<file path="config.mk">
export PLATFORM = sky130hd
export DESIGN_NAME = cam_read_register_table
export DESIGN_NICKNAME = d
export VERILOG_FILES = /design/src/rtl/cam_read_register_table.sv
export SDC_FILE = /design/constraint.sdc
export NUM_CORES = 1
export LEC_CHECK = 0
export CORE_ASPECT_RATIO = 0.7
export CORE_MARGIN = 2
export CORE_UTILIZATION = 44
export CTS_CLUSTER_SIZE = 24
export DETAILED_ROUTE_END_ITERATION = 6
export GPL_ROUTABILITY_DRIVEN = 1
export GPL_TIMING_DRIVEN = 1
export PLACE_DENSITY = 0.77
export SETUP_SLACK_MARGIN = 0.5
export SYNTH_ARGS = -nofsm -noshare
export SYNTH_HDL_FRONTEND = slang
export SYNTH_SLANG_ARGS = --single-unit
export TNS_END_PERCENT = 30
</file>
<file path="constraint.sdc">
create_clock -name sysClk -period 1.7 [get_ports sysClk]
set_input_delay 0.34 -clock sysClk [delete_from_list [all_inputs] [get_ports sysClk]]
set_output_delay 0.34 -clock sysClk [all_outputs]
set_load 0.02 [all_outputs]
</file>
<file path="src/rtl/cam_read_register_table.sv">
// ============================================================================
//  Module   : cam_read_register_table
//  Purpose  : Readback side of the camera register table. Shadows the
//             control, config, error and crop registers by snooping the
//             instruction-buffer writes, samples live status bits, and on a
//             host read snapshots one register and streams it out as 16-bit
//             words (least-significant word first) over valid/ready.
//  Ports    : sysClk / sysRst_n        clock, synchronous active-low reset
//             wr_reg_addr/data/valid   snooped register writes
//             rd_reg_addr / rd_req     read request (accepted when idle)
//             st_* / err_set           live status bits, error set pulses
//             rd_data/_valid/_ready    output word stream handshake
//             rd_last / rd_busy        last word marker, read in progress
//             rd_addr_err              one-cycle pulse on undefined address
//  Option   : CAM_RD_ERR_CLR_ON_READ_EN - when defined, completing a read of
//             the error register clears the error bits that were returned.
//  Revision : 1.0 - initial release
// ============================================================================
`default_nettype none

module cam_read_register_table (
    input  logic         sysClk,
    input  logic         sysRst_n,
    input  logic [7:0]   wr_reg_addr,
    input  logic [127:0] wr_reg_data,
    input  logic         wr_valid,
    input  logic [7:0]   rd_reg_addr,
    input  logic         rd_req,
    input  logic         st_proc_cam1,
    input  logic         st_proc_cam2,
    input  logic         st_erase_proc,
    input  logic         st_booting,
    input  logic [7:0]   err_set,
    output logic [15:0]  rd_data,
    output logic         rd_data_valid,
    input  logic         rd_data_ready,
    output logic         rd_last,
    output logic         rd_busy,
    output logic         rd_addr_err
);

    typedef enum logic [0:0] {
        S_IDLE = 1'b0,
        S_SEND = 1'b1
    } state_t;

    // Shadow registers
    logic [15:0] ctrl_q;
    logic [31:0] cfg1_q;
    logic [31:0] cfg2_q;
    logic [63:0] crop1_q;
    logic [63:0] crop2_q;
    logic [7:0]  err_q;
    logic [7:0]  err_d;
    logic [7:0]  clr_mask;

    // Read engine
    state_t      state_q;
    logic [63:0] snap_q;
    logic [2:0]  cnt_q;
    logic [1:0]  idx_q;
    logic [15:0] rd_data_q;
    logic        rd_valid_q;
    logic        rd_last_q;
    logic        rd_busy_q;
    logic        rd_addr_err_q;
`ifdef CAM_RD_ERR_CLR_ON_READ_EN
    logic        rd_is_err_q;
`endif

    logic [63:0] sel_data;
    logic [2:0]  sel_cnt;
    logic        handshake;
    logic [1:0]  nxt_idx;
    logic        unused_wr_upper;

    // Only the low 64 bits of a write ever land in a shadow register.
    assign unused_wr_upper = ^wr_reg_data[127:64];

    assign handshake = rd_valid_q && rd_data_ready;
    assign nxt_idx   = idx_q + 2'd1;

    // Register mux; a zero word count marks an undefined address.
    always_comb begin
        sel_data = 64'd0;
        sel_cnt  = 3'd0;
        case (rd_reg_addr)
            8'h00: begin
                sel_data = {60'd0, st_booting, st_erase_proc, st_proc_cam2, st_proc_cam1};
                sel_cnt  = 3'd1;
            end
            8'h01: begin sel_data = {48'd0, ctrl_q};        sel_cnt = 3'd1; end
            8'h02: begin sel_data = {32'd0, cfg1_q};        sel_cnt = 3'd2; end
            8'h03: begin sel_data = {32'd0, cfg2_q};        sel_cnt = 3'd2; end
            8'h04: begin sel_data = {48'd0, 8'd0, err_q};   sel_cnt = 3'd1; end
            8'h05: begin sel_data = crop1_q;                sel_cnt = 3'd4; end
            8'h06: begin sel_data = crop2_q;                sel_cnt = 3'd4; end
            default: begin sel_data = 64'd0;                sel_cnt = 3'd0; end
        endcase
    end

    // Error register: a set pulse always wins over a clear in the same cycle.
    always_comb begin
        clr_mask = 8'h00;
        if (wr_valid && (wr_reg_addr == 8'h04) && wr_reg_data[0]) begin
            clr_mask = 8'hFF;
        end
`ifdef CAM_RD_ERR_CLR_ON_READ_EN
        // Clear only the bits the host actually saw; new sets survive.
        if (handshake && rd_last_q && rd_is_err_q) begin
            clr_mask = clr_mask | snap_q[7:0];
        end
`endif
        err_d = (err_q & ~clr_mask) | err_set;
    end

    always_ff @(posedge sysClk) begin
        if (!sysRst_n) begin
            ctrl_q  <= 16'd0;
            cfg1_q  <= 32'd0;
            cfg2_q  <= 32'd0;
            crop1_q <= 64'd0;
            crop2_q <= 64'd0;
            err_q   <= 8'd0;
        end else begin
            if (wr_valid) begin
                case (wr_reg_addr)
                    8'h01:   ctrl_q  <= wr_reg_data[15:0];
                    8'h02:   cfg1_q  <= wr_reg_data[31:0];
                    8'h03:   cfg2_q  <= wr_reg_data[31:0];
                    8'h05:   crop1_q <= wr_reg_data[63:0];
                    8'h06:   crop2_q <= wr_reg_data[63:0];
                    default: ;
                endcase
            end
            err_q <= err_d;
        end
    end

    // Read FSM. The snapshot is taken from the pre-write shadow values, so a
    // write in the accept cycle never alters the words being streamed.
    always_ff @(posedge sysClk) begin
        if (!sysRst_n) begin
            state_q       <= S_IDLE;
            snap_q        <= 64'd0;
            cnt_q         <= 3'd0;
            idx_q         <= 2'd0;
            rd_data_q     <= 16'd0;
            rd_valid_q    <= 1'b0;
            rd_last_q     <= 1'b0;
            rd_busy_q     <= 1'b0;
            rd_addr_err_q <= 1'b0;
`ifdef CAM_RD_ERR_CLR_ON_READ_EN
            rd_is_err_q   <= 1'b0;
`endif
        end else begin
            rd_addr_err_q <= 1'b0;
            case (state_q)
                S_IDLE: begin
                    if (rd_req) begin
                        if (sel_cnt != 3'd0) begin
                            snap_q     <= sel_data;
                            cnt_q      <= sel_cnt;
                            idx_q      <= 2'd0;
                            rd_data_q  <= sel_data[15:0];
                            rd_valid_q <= 1'b1;
                            rd_busy_q  <= 1'b1;
                            rd_last_q  <= (sel_cnt == 3'd1);
`ifdef CAM_RD_ERR_CLR_ON_READ_EN
                            rd_is_err_q <= (rd_reg_addr == 8'h04);
`endif
                            state_q    <= S_SEND;
                        end else begin
                            rd_addr_err_q <= 1'b1;
                        end
                    end
                end
                S_SEND: begin
                    if (handshake) begin
                        if (rd_last_q) begin
                            rd_data_q  <= 16'd0;
                            rd_valid_q <= 1'b0;
                            rd_last_q  <= 1'b0;
                            rd_busy_q  <= 1'b0;
                            state_q    <= S_IDLE;
                        end else begin
                            idx_q     <= nxt_idx;
                            rd_data_q <= snap_q[{nxt_idx, 4'b0000} +: 16];
                            rd_last_q <= ({1'b0, nxt_idx} == (cnt_q - 3'd1));
                        end
                    end
                end
                default: state_q <= S_IDLE;
            endcase
        end
    end

    assign rd_data       = rd_data_q;
    assign rd_data_valid = rd_valid_q;
    assign rd_last       = rd_last_q;
    assign rd_busy       = rd_busy_q;
    assign rd_addr_err   = rd_addr_err_q;

endmodule

`default_nettype wire

</file>
Word-level counts from Yosys, hierarchy flattened
Index checks and enable logic that the tools add are counted.
Word-level totals
  output and inout bits: 20
  flip-flop bits (word level): 305
  input port bits: 161
  logic and storage cells: 89
Cells by class
  shifts and indexed selects: 1
  multiplexer cells: 29
  bitwise gates (word level): 6
  eq/ne operators: 19
  add/sub/neg operators: 2
  reductions and logical operators: 18
Operators by type and width (number)
  $pmux W64 S7: 1
  $mux W16: 4
  $shiftx A64 B7 Y16: 1
  $eq A8 B3 Y1 const B: 6
  $eq A8 B2 Y1 const B: 4
  $pmux W16 S2: 1
  $eq A8 B1 Y1 const B: 2
  $mux W1: 13
  $reduce_and A2 Y1: 5
  $pmux W3 S3: 1
  $and A8 B8 Y8: 1
  $logic_not A8 Y1: 1
  $mux W2: 4
  $mux W8: 1
  $not A8 Y8: 1
  $or A8 B8 Y8: 1
  $reduce_and A4 Y1: 2
  $ne A2 B2 Y1 const B: 3
  $pmux W1 S2: 3
  $reduce_and A3 Y1: 2
  $reduce_or A3 Y1: 2
  $ne A2 B1 Y1 const B: 2
  $pmux W2 S2: 1
  $reduce_or A2 Y1: 2
  other kinds (7): 11

Longest topological paths before layout
Gate-level depths: netlist (run 1).
  depth after elaboration: 7
  gate-level depth with buffers: 8
  depth with buffers taken out: 7

Worst setup path before layout (run 1)
Ideal clock, no wire load.
  path type: input-to-reg
  from: in wr_reg_addr[3]
  to: reg crop2_q[10]
  path buffers: 2
  arrival time: 1640 ps
  path slack: -73 ps
  cell stages on the path: 7
  data required time: 1568 ps
  cell sequence: nor4_2 > nand4b_2 > or3b_1 > buf_4 > buf_6 > nand2_1 > a21oi_1
Between the ends
  longest elaborated chain between the ends: 2
RTL lines
  from (decl): line 24  | input logic [7:0] wr_reg_addr,
  $eq A8 B3 Y1: line 127  | case (wr_reg_addr)
  $reduce_and A2 Y1 (no line)
  to (signal assigned): line 132  | 8'h06: crop2_q <= wr_reg_data[63:0];
  to (decl): line 52  | logic [63:0] crop2_q;
No other way between the ends.
A chain may end at the register's enable or synchronous reset.

Worst setup path after layout (run 1)
  from: reg state_q
  to: reg snap_q[14]
Between the ends
  longest elaborated chain between the ends: 2
RTL lines
  from (decl): line 58  | state_t state_q;
  from (signal assigned): line 144  | state_q <= S_IDLE;
  from (signal assigned): line 172  | state_q <= S_SEND;
  from (signal assigned): line 185  | state_q <= S_IDLE;
  $not A1 Y1
  $reduce_and A3 Y1 (no line)
  to (signal assigned): line 162  | snap_q <= sel_data;
  to (decl): line 59  | logic [63:0] snap_q;
No other way between the ends.

==> summary by stage, run 1 <==
Die
The effective utilization at floorplan is 0.448. The die covers 29700 um2. The area of the core is 27800 um2.

In this run the vertical extent of the chip is 145 um. The number of I/O pins is 181. The die span in x is 205 um. The floorplan has 51 rows.

STA
The worst setup margin is -0.256 ns. The worst pin sits at a relative slew slack of 0.508. The final critical path time including I/O delays and setup is 1.96 ns. The max-slew violation count is 0. Setup repair after global routing could not meet its margin everywhere. At the pin with the least slew margin, the transition time is 0.733 ns. The number of endpoints with negative hold slack in the final report was 0. The worst setup skew after layout is 0.0150 ns. Static timing analysis puts the maximum clock frequency at 511 MHz. Dividing the final minimum period by the clock period gives 1.15. The number of setup violations in the final report is 2.

Yosys
The post-synth net total is 1636. For this run, the register share of the synthesized area comes to 0.490. The netlist area before placement is 12500 um2. Yosys printed 0 warnings.

After synthesis, the mean cell area works out to 8.46 um2. The number of distinct standard cells referenced by the synthesized netlist is 59. For this run, asynchronously set or reset flops after synthesis account for 0. Synthesis produced 1474 cells. The synthesis-stage register bit count is 305. By area the synthesized netlist is led by dfxtp_1 49%, nand2_1 12%, a21oi_1 8.6%, mux2i_1 3.7%, mux4_2 3.3%. Of all cell types, the one taking the most synthesized area is dfxtp_1. The commonest cells after synthesis are 415 x nand2_1, 305 x dfxtp_1, 214 x a21oi_1. The cell with the most instances after synthesis is nand2_1. The predominant post-synthesis flop cell is dfxtp_1. The share of synthesized area in the top cell type comes to 0.490. The number of synthesized flops with an enable pin is 0.

Global routing
The wire length of the first global-routing pass is 71.7 mm. The overall track demand over capacity in global routing is 0.318. The number of antenna violations at the first check in global routing is 8. The maximum number of pins on one net before global-route repair is 46. Global routing finished with a remaining overflow of 0. The via count of the first global-routing pass is 12000.

Cells and area
The layout has 1722 filler cells. The sequential cell area is 6160 um2. The non-filler instance count after layout is 2082.

The finished cells cover 19600 um2. The share of layout cells above drive strength 1 is 0.404. After the last flow step, the layout net total stands at 1849. The area growth from synthesis to layout is 56.9%. The multi-input gate area in the final layout is 7900 um2.

Min path
The worst hold-check path type is in -> reg. The startpoint identified for the worst hold timing path is wr_reg_data[53].

Clock network
The number of sinks on the clock net is 305. The count of hold buffers inserted by post-cts repair is 0. No sink is reached through more buffers than the 3 on the longest clock path. The number of H-tree levels is 1.

The tree is rooted in a clkbuf_16. The number of buffers created by CTS is 29. The clock transition at the registers of the reported paths is 0.08 ns. TritonCTS built the clock tree. Clock latency on the worst-skew pair, taken at its later pin, is 0.57 ns.

Critical path
The largest single stage delay on the critical path is 0.59 ns. The worst setup path is captured at a register. By startpoint and endpoint, the worst setup path is classified as reg -> reg. The signal on the critical path passes through nor2b_4, buf_6, buf_6, buf_6, nand3_4, buf_12, o21ai_1.

The critical path launch point type is a register. The start of the worst register-to-register path is state_q. The arrival time of the worst setup path is 2.35 ns. The total buffers and inverters traversed by the critical path is 4. The origin of the worst setup path is state_q. The kind of cell adding the most delay to the critical path is compound AO/OA/AOI/OAI gates.

Along the worst path, the maximum fanout reaches 6. The data required time at the worst endpoint is 2.09 ns. The most prevalent standard cell on the critical path is buf_6. The slowest cell on the critical path is o21ai_1.

Placement
The number of cells in the design after placement is 1942. The routability congestion estimate from global placement is 0.927. The half-perimeter wire length after placement is 26.4 mm.

During placement, the flow inserted port buffers numbering 116. The post-place instance area is 14700 um2.

Run
The max-cap violation count is 0.

Power and ir drop
The maximum vdd ir drop is 0.000689 V. Power spread over the standard cell area amounts to 780 nW/um2. The standby leakage power is 0.00696 uW.

Routing
In this run, the number of DRC markers left after iteration 0 of detailed routing was 2075. In the routed layout, each cell is associated on average with a via count of 6.66. The residual DRC count is 5. The length of the first detailed-routing pass in iterations is 7. The wire length per cell after detailed routing is 28.8 um. The count of nets left with antenna violations after detail routing is 0. Summed over all layers, the routed wires come to 60.0 mm. Detailed routing inserted a total of 13900 vias.

Outcome
The flow ran to the end, but the final reports show violations. The final reports fail on design-rule violations, negative setup slack.
==> through the flow <==
step	setup slack, ns	hold WS [ns]	utilization	TNS, ns	total power (uW)
detailed placement	-0.737	0.446	0.530	-174.14	8240
floorplan	-0.0293	0.420	-	-0.422	7680
global route	-0.166	0.370	0.703	-0.293	15500
finish	-0.256	0.365	0.703	-0.266	15300
global placement	-0.739	0.437	0.530	-164.51	8220
CTS	0.0593	0.368	0.630	0	14900
==> layout make-up <==
type,instances,share of cell area
sequential,305,0.315
clock buffer,40,0.0428
tap,371,0.0237
inverter,6,0.00141
antenna,4,0.000512
clock inverter,11,0.00697
timing repair buffer,308,0.206
multi-input combinational,1037,0.404
==> state kept, by name, indices dropped and copies added (netlist names), 8 cells and up <==
signal / count
err_q: 8
rd_data: 16
snap_q: 64
cfg1_q: 32
crop2_q: 64
ctrl_q: 16
crop1_q: 64
cfg2_q: 32
==> cells by family (layout without fill, tap and decap cells) <==
logic type	count (synthesis)	count (layout)	share of synthesized area
buffers and inverters	132	365	0.0517
XOR/XNOR	3	3	0.00211
AND/OR/NAND/NOR	596	596	0.200
AO/OA/AOI/OAI	368	368	0.182
adder cells (fa/ha/maj)	1	1	0.00100
multiplexers	69	69	0.0740
flip-flops	305	305	0.490
other	0	4	0
==> per-layer routing <==
| layer | up-vias | global-route usage | share of wire |
|---|---|---|---|
| met4 | 8 | 0.151 | 0.083 |
| li1 | 5567 | - | - |
| met3 | 418 | 0.0887 | 0.15 |
| met2 | 1270 | 0.487 | 0.42 |
| met5 | - | 0 | 0.00083 |
| met1 | 6595 | 0.416 | 0.34 |
==> timing repair <==
item,in CTS,in global routing
setup endpoints to repair,325,324
pin swaps,53,169
resized for setup,388,412
cloned,25,11
buffers inserted,36,13
==> placed cells by master, fill, tap and decap left out, types with 5 or more instances in the layout <==
| cell type | n |
|---|---|
| a21oi_1 | 123 |
| a21oi_2 | 90 |
| a221oi_1 | 15 |
| a221oi_2 | 19 |
| a221oi_4 | 8 |
| a22o_1 | 13 |
| a22oi_1 | 8 |
| and3_4 | 7 |
| buf_12 | 47 |
| buf_16 | 25 |
| buf_4 | 78 |
| buf_6 | 51 |
| clkbuf_16 | 39 |
| clkbuf_8 | 7 |
| clkdlybuf4s50_1 | 81 |
| clkinv_2 | 6 |
| dfxtp_1 | 282 |
| dfxtp_2 | 12 |
| dfxtp_4 | 11 |
| dlygate4sd2_1 | 5 |
| mux2i_1 | 43 |
| mux4_2 | 18 |
| nand2_1 | 283 |
| nand2_2 | 31 |
| nand2_4 | 101 |
| nand3_1 | 5 |
| nand3_2 | 9 |
| nor2_1 | 54 |
| nor2_2 | 7 |
| nor2_4 | 22 |
| nor2b_1 | 7 |
| nor3_1 | 14 |
| nor3_2 | 22 |
| o21ai_1 | 18 |
| o21ai_2 | 16 |
| o22a_1 | 10 |
| o22ai_1 | 8 |
| o32a_1 | 5 |
==> where the power goes <==
group | total [uW] | switching [uW] | leakage (uW) | internal (uW)
clock | 6870 | 2990 | 0.000483 | 3880
combinational | 1180 | 651 | 0.00400 | 530
sequential | 7210 | 42.5 | 0.00247 | 7170
==> worst reg2reg max path: stages, from the launching register on <==
cell     delay (ns)
dfxtp_2        0.34
nor2b_4        0.14
buf_6          0.12
buf_6          0.09
buf_6          0.11
nand3_4        0.17
buf_12         0.22
o21ai_1        0.60
==> final timing paths <==
kind                      end  slack (ns)  cells past startpoint
setup reg to reg   snap_q[14]       -0.26                      7
setup / recovery   snap_q[14]       -0.26                      7
hold reg to reg   crop1_q[24]        0.46                      2
hold / removal    crop2_q[53]        0.37                      3
Note: power is estimated with default switching activity, not from simulation.
==> run 2, diff against run 1 <==
CORE_MARGIN = unset   (was 2)
==> summary by stage, run 2 (synthesis gave the netlist of run 1 again) <==
Placement
Before CTS, the worst setup slack after placement is -1.08 ns. The number of cells in the design after placement is 1938. The routability congestion estimate from global placement is 0.942.

The half-perimeter wire length after placement is 26.6 mm. The number of buffers inserted by port buffering is 116.

Cells and area
Leaving out fill and tap cells, the most frequent cell in the layout is nand2_1. Fill cells in the final layout number 1936. For this run, the share of the core covered by cells in the final layout is 0.663. The multi-input gate area in the final layout is 6830 um2. Relative to the synthesized area, the layout overhead comes to 48.0%. Registers take 6150 um2. The largest registers in the layout are crop1_q: 64 flops, crop2_q: 64 flops, snap_q: 64 flops.

The number of nets in the layout is 1845. The share of layout cells above drive strength 1 is 0.313. The top cell types in the final layout, fill and taps aside, are 337 x nand2_1, 283 x dfxtp_1, 138 x a21oi_1.

Excluding fillers, the count of instances in the completed layout stands at 2075.

Critical path
The critical path contains buffers and inverters numbering 3 combined. The critical path class is reg -> reg. Of all nets on the critical path, the largest fanout is 18. The slowest stage of the critical path is the dfxtp_2 cell.

The largest single stage delay on the critical path is 0.34 ns. Measured in cells, the most critical reg-to-reg path has a length of 7. The instance count on the critical path is 7. Walking the worst path, the cells encountered are nor2b_4, buf_6, and3_4, buf_12, buf_8, nor2_1, nor3_1. The kind of cell adding the most delay to the critical path is simple AND/OR/NAND/NOR gates.

The data required time at the worst endpoint is 2.14 ns. The worst setup path is captured at a register. For the worst setup path, the data arrival time is 2.10 ns. The worst setup path is launched from a register.

Routing
The initial detailed-routing violation count is 1723. The vias after detailed routing is 12900. Once detail routing completed, the nets flagged for antenna violations numbered 0. In the routed design, unresolved DRC markers number 2. The wire length per cell after detailed routing is 24.6 um.

The per-cell via count in the routed design is 6.23. The first detailed-routing pass ran for 7 iterations. The total wirelength of the detailed-routed design is 51.1 mm.

Power and ir drop
The power per cell area is 815 nW/um2. The share of total power dissipated in combinational logic is 0.073. Internal power comes to 11600 uW. The switching component of the power is 3490 uW. The sequential group share of total power is 0.479. The standby leakage power is 0.00670 uW.

Of the total power, the clock network draws 0.447. Of the total power, the share spent switching nets is 0.232. The worst-case IR drop observed on VDD is 0.000898 V.

STA
Setup violations remaining at the end of the flow were counted as 0. Setup repair after global routing could not meet its margin everywhere. The final worst hold slack is 0.371 ns. Of the available clock period, the critical path in the final layout requires 0.974. The max-slew violation count is 0. At the pin with the least slew margin, the transition time is 0.534 ns. Counting I/O delays and the setup requirement, the final critical path takes 1.66 ns. The worst setup skew after layout is 0.0154 ns. The number of endpoints with negative hold slack in the final report is 0. The worst setup margin is 0.0441 ns. Headroom to the max-slew limit came out at 0.643. The fmax is 604 MHz.

Global routing
Entering global routing, the biggest net connects 71 pins. The wire length of the first global-routing pass is 72.3 mm. The overall overflow remaining after global route is 0. The number of antenna violations at the first check in global routing was 1. The overall track demand over capacity in global routing is 0.325.

The via count of the first global-routing pass is 12300.

Clock network
After clock tree synthesis, the clock-pin slew on the worst setup and hold paths is 0.07 ns. The clock reaches the later pin of the worst-skew pair after 0.56 ns. Counting every sink on the clock net gives 305. In this run the number of H-tree levels came out at 1.

The buffer cell driving the clock tree root is clkbuf_16. In this run, post-CTS hold repair placed 0 buffers. The number of clock buffers added by TritonCTS is 29. The clock tree from TritonCTS is done. The number of buffers between clock root and the deepest sink is 3.

Die
The number of I/O pins is 181. Measured along the y axis, the die boundary spans 143 um. The initial utilization of the core area, before any placement, comes to 0.448. The floorplan has 51 rows. The area of the core is 27800 um2. The die covers 29000 um2. The floorplan step set the die width to 203 um.

Min path
The worst hold-check path type is in -> reg. Along the worst hold path, the cell count comes to 3.

Outcome
The flow ran to the end, but the final reports show violations. The checks that failed: design-rule violations.

Run
The max-cap violation count is 0.
## run 2: tightest hold or removal path, stage by stage
cell and delay (ns):
clkdlybuf4s50_1 0.43, nand2_1 0.07, a21oi_1 0.05
## run 2: metal layers
metal	GRT usage	vias to the layer above	routed length (um)	share of wire
li1	-	5557	-	-
met1	0.430	6147	19400	0.38
met2	0.498	994	22200	0.43
met3	0.0881	219	6840	0.13
met4	0.139	0	2650	0.052
met5	0	-	0	0
## run 2: path summary, 6_finish.rpt
kind,slack (ns),startpoint,endpoint
setup reg to reg,0.04,state_q,snap_q[46]
hold / removal,0.37,wr_reg_data[58],crop1_q[58]
hold reg to reg,0.45,crop1_q[42],crop1_q[42]
setup / recovery,0.04,state_q,snap_q[46]
## run 2: through the flow
| step | cell area (um2) | power (uW) | setup TNS (ns) |
|---|---|---|---|
| 6_report | 18400 | 15000 | 0 |
| 5_1_grt | 18400 | 15300 | -0.194 |
| 4_1_cts | 17700 | 14800 | 0 |
| 3_5_place_dp | 14700 | 8220 | -182.33 |
| 2_1_floorplan | 12500 | 7680 | -0.422 |
| 3_3_place_gp | 14700 | 8210 | -174.28 |
## run 2: repair_timing
action / in CTS / in global routing
pin swaps: 69 / 78
setup endpoints to repair: 325 / 324
cloned: 31 / 4
setup buffers: 36 / 14
resized for setup: 382 / 159
endpoints found under the hold margin: 0 / 0
## run 2: final cells by class
class,instances,area share
multi-input combinational,1037,0.370
sequential,305,0.334
timing repair buffer,304,0.217
clock buffer,42,0.0458
tap,371,0.0252
clock inverter,7,0.00611
inverter,6,0.00149
antenna,3,0.000407
## run 2: power by group through the flow
stage	Combinational [uW]	Sequential, uW	Clock [uW]
after detailed placement	845	7380	0
after CTS	1010	7210	6630
after global routing	1130	7210	7010
after floorplan	314	7370	0
after global placement	831	7380	0
final	1100	7210	6730
==> run 3, diff against run 2 <==
PLACE_DENSITY = 0.75   (was 0.77)
==> summary by stage, run 3 (synthesis gave the netlist of run 1 again) <==
STA
Setup repair after global routing could not meet its margin everywhere. Setup violations remaining at the end of the flow were counted as 0. Across all setup checks in the final design, the least slack found is 0.0151 ns.

For the final database, setup skew stands at 0.0156 ns. The max-slew violation count is 0. Hold is met by 0.362 ns. At the pin with the least slew margin, the transition time is 0.451 ns. In the finished design, the share of the clock period the worst path needs comes to 0.991. Counting I/O delays and the setup requirement, the final critical path takes 1.68 ns. The worst slew margin relative to its limit is 0.698. The setup total negative slack is 0 ns. The fmax is 594 MHz. The number of endpoints with negative hold slack in the final report was 0.

Placement
The number of buffers inserted by port buffering is 116. Routability-driven placement finished with a final weighted congestion of 0.914. After legalization and detailed placement, the total HPWL measured 26.3 mm. The worst setup timing slack at the placement stage is -0.814 ns.

Critical path
The reg-to-reg critical path endpoint is rd_data[2]. STA classifies the critical path startpoint as a register. The slack of the worst reg-to-reg path is 0.02 ns.

For the worst setup path, the data required time is 2.14 ns. The arrival time of the worst setup path is 2.13 ns. The maximum fanout along the worst path is 8. The start of the worst register-to-register path is idx_q[0].

The critical path in this run is classified as reg -> reg. The number of cells traversed by the worst register-to-register path is 6. The worst setup path is captured at a register.

Clock network
The number of H-tree levels is 1. The number of buffers between clock root and the deepest sink is 3. The number of buffers created by CTS is 29.

The buffer cell driving the clock tree root is clkbuf_16. The clock tree from TritonCTS is done. After clock tree synthesis, the clock-pin slew on the worst setup and hold paths is 0.07 ns. Clock latency on the worst-skew pair, taken at its later pin, is 0.57 ns. The number of sinks on the clock net is 305.

Die
The core region is 27800 um2. The die is 203 um wide. The effective utilization at floorplan is 0.448. The number of I/O pins is 181. The total die area is 29000 um2. In this run the vertical extent of the chip is 143 um. The total number of placement rows is 51.

Global routing
The first global-routing pass estimated 70.4 mm of wire. The overall overflow remaining after global route is 0. Entering global routing, the biggest net connects 65 pins.

The number of antenna violations at the first check in global routing is 5. The via count of the first global-routing pass is 12000. For this run, the total global-route usage over all layers was measured as 0.318.

Cells and area
Leaving out fill and tap cells, the most frequent cell in the layout is nand2_1. The area growth from synthesis to layout is 53.9%. The largest registers in the layout are crop1_q: 64 flops, crop2_q: 64 flops, snap_q: 64 flops.

In the final layout, the share of cells above drive strength 1 is 0.358. At the end of the flow the core is filled with cells to 0.690. Leaving out fill and tap cells, the most frequent cells in the layout are 313 x nand2_1, 283 x dfxtp_1, 143 x a21oi_1. The number of nets in the layout is 1856.

Routing
The residual DRC count is 0. The initial detailed-routing violation count is 1668. The routed layout has 13200 vias. The per-cell via count in the routed design is 6.32.

For this run, the detailed router's first-pass iteration total came to 7. The count of nets left with antenna violations after detail routing is 0. The total wirelength of the detailed-routed design is 53.0 mm. The wire length per cell after detailed routing is 25.4 um.

Run
The max-cap violation count is 0.

Min path
The worst hold path terminates at crop2_q[57]. The hold path startpoint is wr_reg_data[57]. The path class of the tightest hold or removal check is in -> reg. The worst hold path passes through 3 cells.

Power and ir drop
IR analysis of the VDD net gives a maximum drop of 0.000570 V. The analysis attributes to cell leakage a power of 0.00691 uW. The power per cell area is 789 nW/um2.

Outcome
The flow ran to the end, and the final reports show no timing, DRC or antenna violations.
run 3: cell types whose count changed in the layout (fill, tap and decap cells not counted), sizes merged:
cell,before,now
clkinv,3,5
or3b,5,6
clkinvlp,1,3
clkdlybuf4s15,5,4
clkdlybuf4s50,80,79
dlygate4sd2,4,8
buf,204,215
diode,3,2
dlymetal6s2s,1,0
clkbuf,46,48
bufbuf,6,1
run 3: how the worst max path moves through the flow:
stage,startpoint,end,slack (ns),depth (start not counted)
2_1_floorplan,wr_reg_addr[7],ctrl_q[5],-0.03,7
5_1_grt,wr_reg_addr[5],cfg2_q[4],-0.02,11
3_5_place_dp,rd_reg_addr[0],rd_data[12],-0.81,7
4_1_cts,idx_q[0],rd_data[14],0.1,4
3_3_place_gp,rd_reg_addr[0],rd_data[13],-0.79,7
6_report,idx_q[0],rd_data[2],0.02,6
run 3: layer usage:
metal  routed length (um)  track usage  vias to the layer above
li1                     -            -                     5585
met4                 3110        0.137                        6
met3                 7380       0.0990                      281
met2                23100        0.484                     1048
met5                   37            0                        -
met1                19400        0.416                     6272
run 3: through the flow:
stage               area, um2  instances  total power, uW
floorplan               12500       1474             7680
global placement        14800       1939             8240
detailed placement      14800       1939             8250
CTS                     17800       2061            14900
global route            19200       2087            15400
finish                  19200       2088            15100
run 3: power by group:
| part | switching [uW] | leakage [uW] | internal [uW] |
|---|---|---|---|
| combinational | 625 | 0.00397 | 549 |
| clock | 2940 | 0.000464 | 3810 |
| sequential | 41.6 | 0.00247 | 7170 |
run 3: worst max-delay path: stages, from the launching register on:
cell     delay (ns)
dfxtp_4        0.39
buf_12         0.14
buf_12         0.14
mux4_2         0.49
nand2_1        0.10
a21oi_1        0.08
o22a_1         0.22
run 3: area by class of cell:
class | count | area, um2
fillers | 1854 | 8640
multi-input cells | 1038 | 7430
flip-flops and latches | 305 | 6150
repair buffers | 314 | 4150
clock buffers | 41 | 821
well taps | 371 | 464
clock inverters | 11 | 138
inverters | 6 | 27.5
diodes | 2 | 5.00
run 3: timing repair:
action,4_1_cts,5_1_grt
endpoints found under the setup margin,324,324
hold buffers,0,0
cloned,29,8
gates resized for setup,417,244
buffers inserted,41,17
pin swaps,47,83
==> RTL change: new RTL, flow settings as in run 2 <==
Add a define of `CAM_RD_ERR_CLR_ON_READ_EN`.
--- a/src/rtl/cam_read_register_table.sv
+++ b/src/rtl/cam_read_register_table.sv
@@ -17,6 +17,8 @@
 //  Revision : 1.0 - initial release
 // ============================================================================
 `default_nettype none
+
+`define CAM_RD_ERR_CLR_ON_READ_EN
 
 module cam_read_register_table (
     input  logic         sysClk,
Function: same outputs for any inputs over 4 cycles, from zero or initial values and one cycle with sysRst_n low; that may be too few to reach the edited logic, so the function may still have changed.
==> RTL change against run 2 <==
- wire length is 8.2% higher
- area after synthesis is 4.3% higher
- the run ends with negative setup slack left
- die area up 4.2%
- via count rose by 7.9%
- sequential power about the same
- synthesized cell count up 4.5%
- total power shrank 1.9%
- highest routed layer unchanged
- sequential cell count is 1 higher
- clock power decreased by 5.1%
- design area is 2.1% higher
- worst setup slack got worse by 220 ps
- non-clock buffer count grew 11
- first-iteration DRC count is 24% higher
==> RTL change: results (changes against run 2) <==
Power and ir drop
  – Cell Int Power: 11150 uW (-3.5%)
  – Leak Pwr: 0.006885 uW (+2.8%)
  – Peak supply drop: 0.5937 mV (-34%)

Layout
  – Clock buffer count: 45 (+7.1%)
  – Signal buf overhead: 21.26% (-0.45 points)
  – Multi-input gate area: 7259 um2 (+6.3%)
  – Signal buffers: 315 (+3.6%)
  – Seq area share: 32.74% (-0.62 points)
  – Final non-filler cell total: 2150 (+3.6%)
  – Layout fillers: 1961 (+1.3%)
  – Diodes inserted: 1 (-2)
  – Final-layout clock-cell area share: 4.762% (-0.43 points)

Clock network
  – Worst-Skew Late Latency: 590 ps (+30 ps)
  – Post-CTS Resized: 360 (-5.8%)

Timing
  – Setup ws final: -177.0 ps (-221.2 ps)
  – # setup viols final: 62 (+62)
  – Post-Route Skew: 29.82 ps (+14.44 ps)
  – Slew HR: 67.72% (+3.4 points)

Status
  – Run status: complete, but fails checks
  – Failing checks: negative setup slack

Yosys
  – Mux share of post-synthesis cell area: 10.55% (+3.1 points)
  – Sequential area share after synthesis: 47.11% (-1.9 points)
  – Ranking of synthesized cells by area: dfxtp_1 47%, nand2_1 12%, a21oi_1 8.5%
  – Post-synth top cells: 406 x nand2_1, 306 x dfxtp_1, 221 x a21oi_1
  – Post-synthesis cell count: 1540 (+4.5%)
  – Post-Synth XOR/XNOR Area: 0.1347% (-0.076 points)
  – Post-Synth Adder-Cell Area: 0.09623% (-0.0041 points)
  – Yosys cell types: 54 (-8.5%)
  – Syn Nets: 1702 (+4.0%)

Setup path
  – CP max stage delay: 370 ps (+30 ps)
  – Crit path max fanout: 6 (-12)
  – Worst reg-to-reg path cell count: 9 (+2)

Placement
  – Final GP Congestion: 0.8974 (-4.7%)
  – Detailed placer's ending HPWL: 26.10 mm (-2.1%)
  – Pre-CTS setup slack: -695.6 ps (+380.5 ps)
  – Post-DP Area: 15270 um2 (+4.0%)

Global routing
  – All-Layer GR Usage: 31.10% (-1.4 points)
  – First-pass GRT wire length: 73.49 mm (+1.6%)
  – Antenna violations before repair: 2 (+1)

Detailed routing
  – Vias per std cell: 6.484 (+4.2%)
  – Detailed Route Iter0 Violations: 2130 (+24%)
  – WL/cell: 25.71 um (+4.4%)

Floorplan
  – Die X: 207.5 um (+2.1%)
RTL change: power groups by stage:
stage / Clock, uW / Sequential, uW / Combinational (uW)
global placement: 0 / 7390 / 895
detailed placement: 0 / 7390 / 901
finish: 6390 / 7230 / 1140
CTS: 6260 / 7220 / 1000
floorplan: 0 / 7380 / 337
global route: 6640 / 7230 / 1160
RTL change: metal layers:
layer	GRT usage, %	vias to the layer above	share of wire (%)
li1	-	5755	-
met1	41.61	6606	37
met2	48.11	1215	42
met3	7.294	364	15
met4	13.25	0	6.7
met5	0	-	0
RTL change: worst paths after layout:
check / endpoint / from / slack (ps)
setup reg to reg: snap_q[13]$_SDFFE_PN0P_ / state_q$_SDFF_PN0_ / -180
setup / recovery: snap_q[13]$_SDFFE_PN0P_ / state_q$_SDFF_PN0_ / -180
hold reg to reg: crop2_q[19]$_SDFFE_PN0P_ / crop2_q[19]$_SDFFE_PN0P_ / 450
hold / removal: crop2_q[53]$_SDFFE_PN0P_ / wr_reg_data[53] / 340
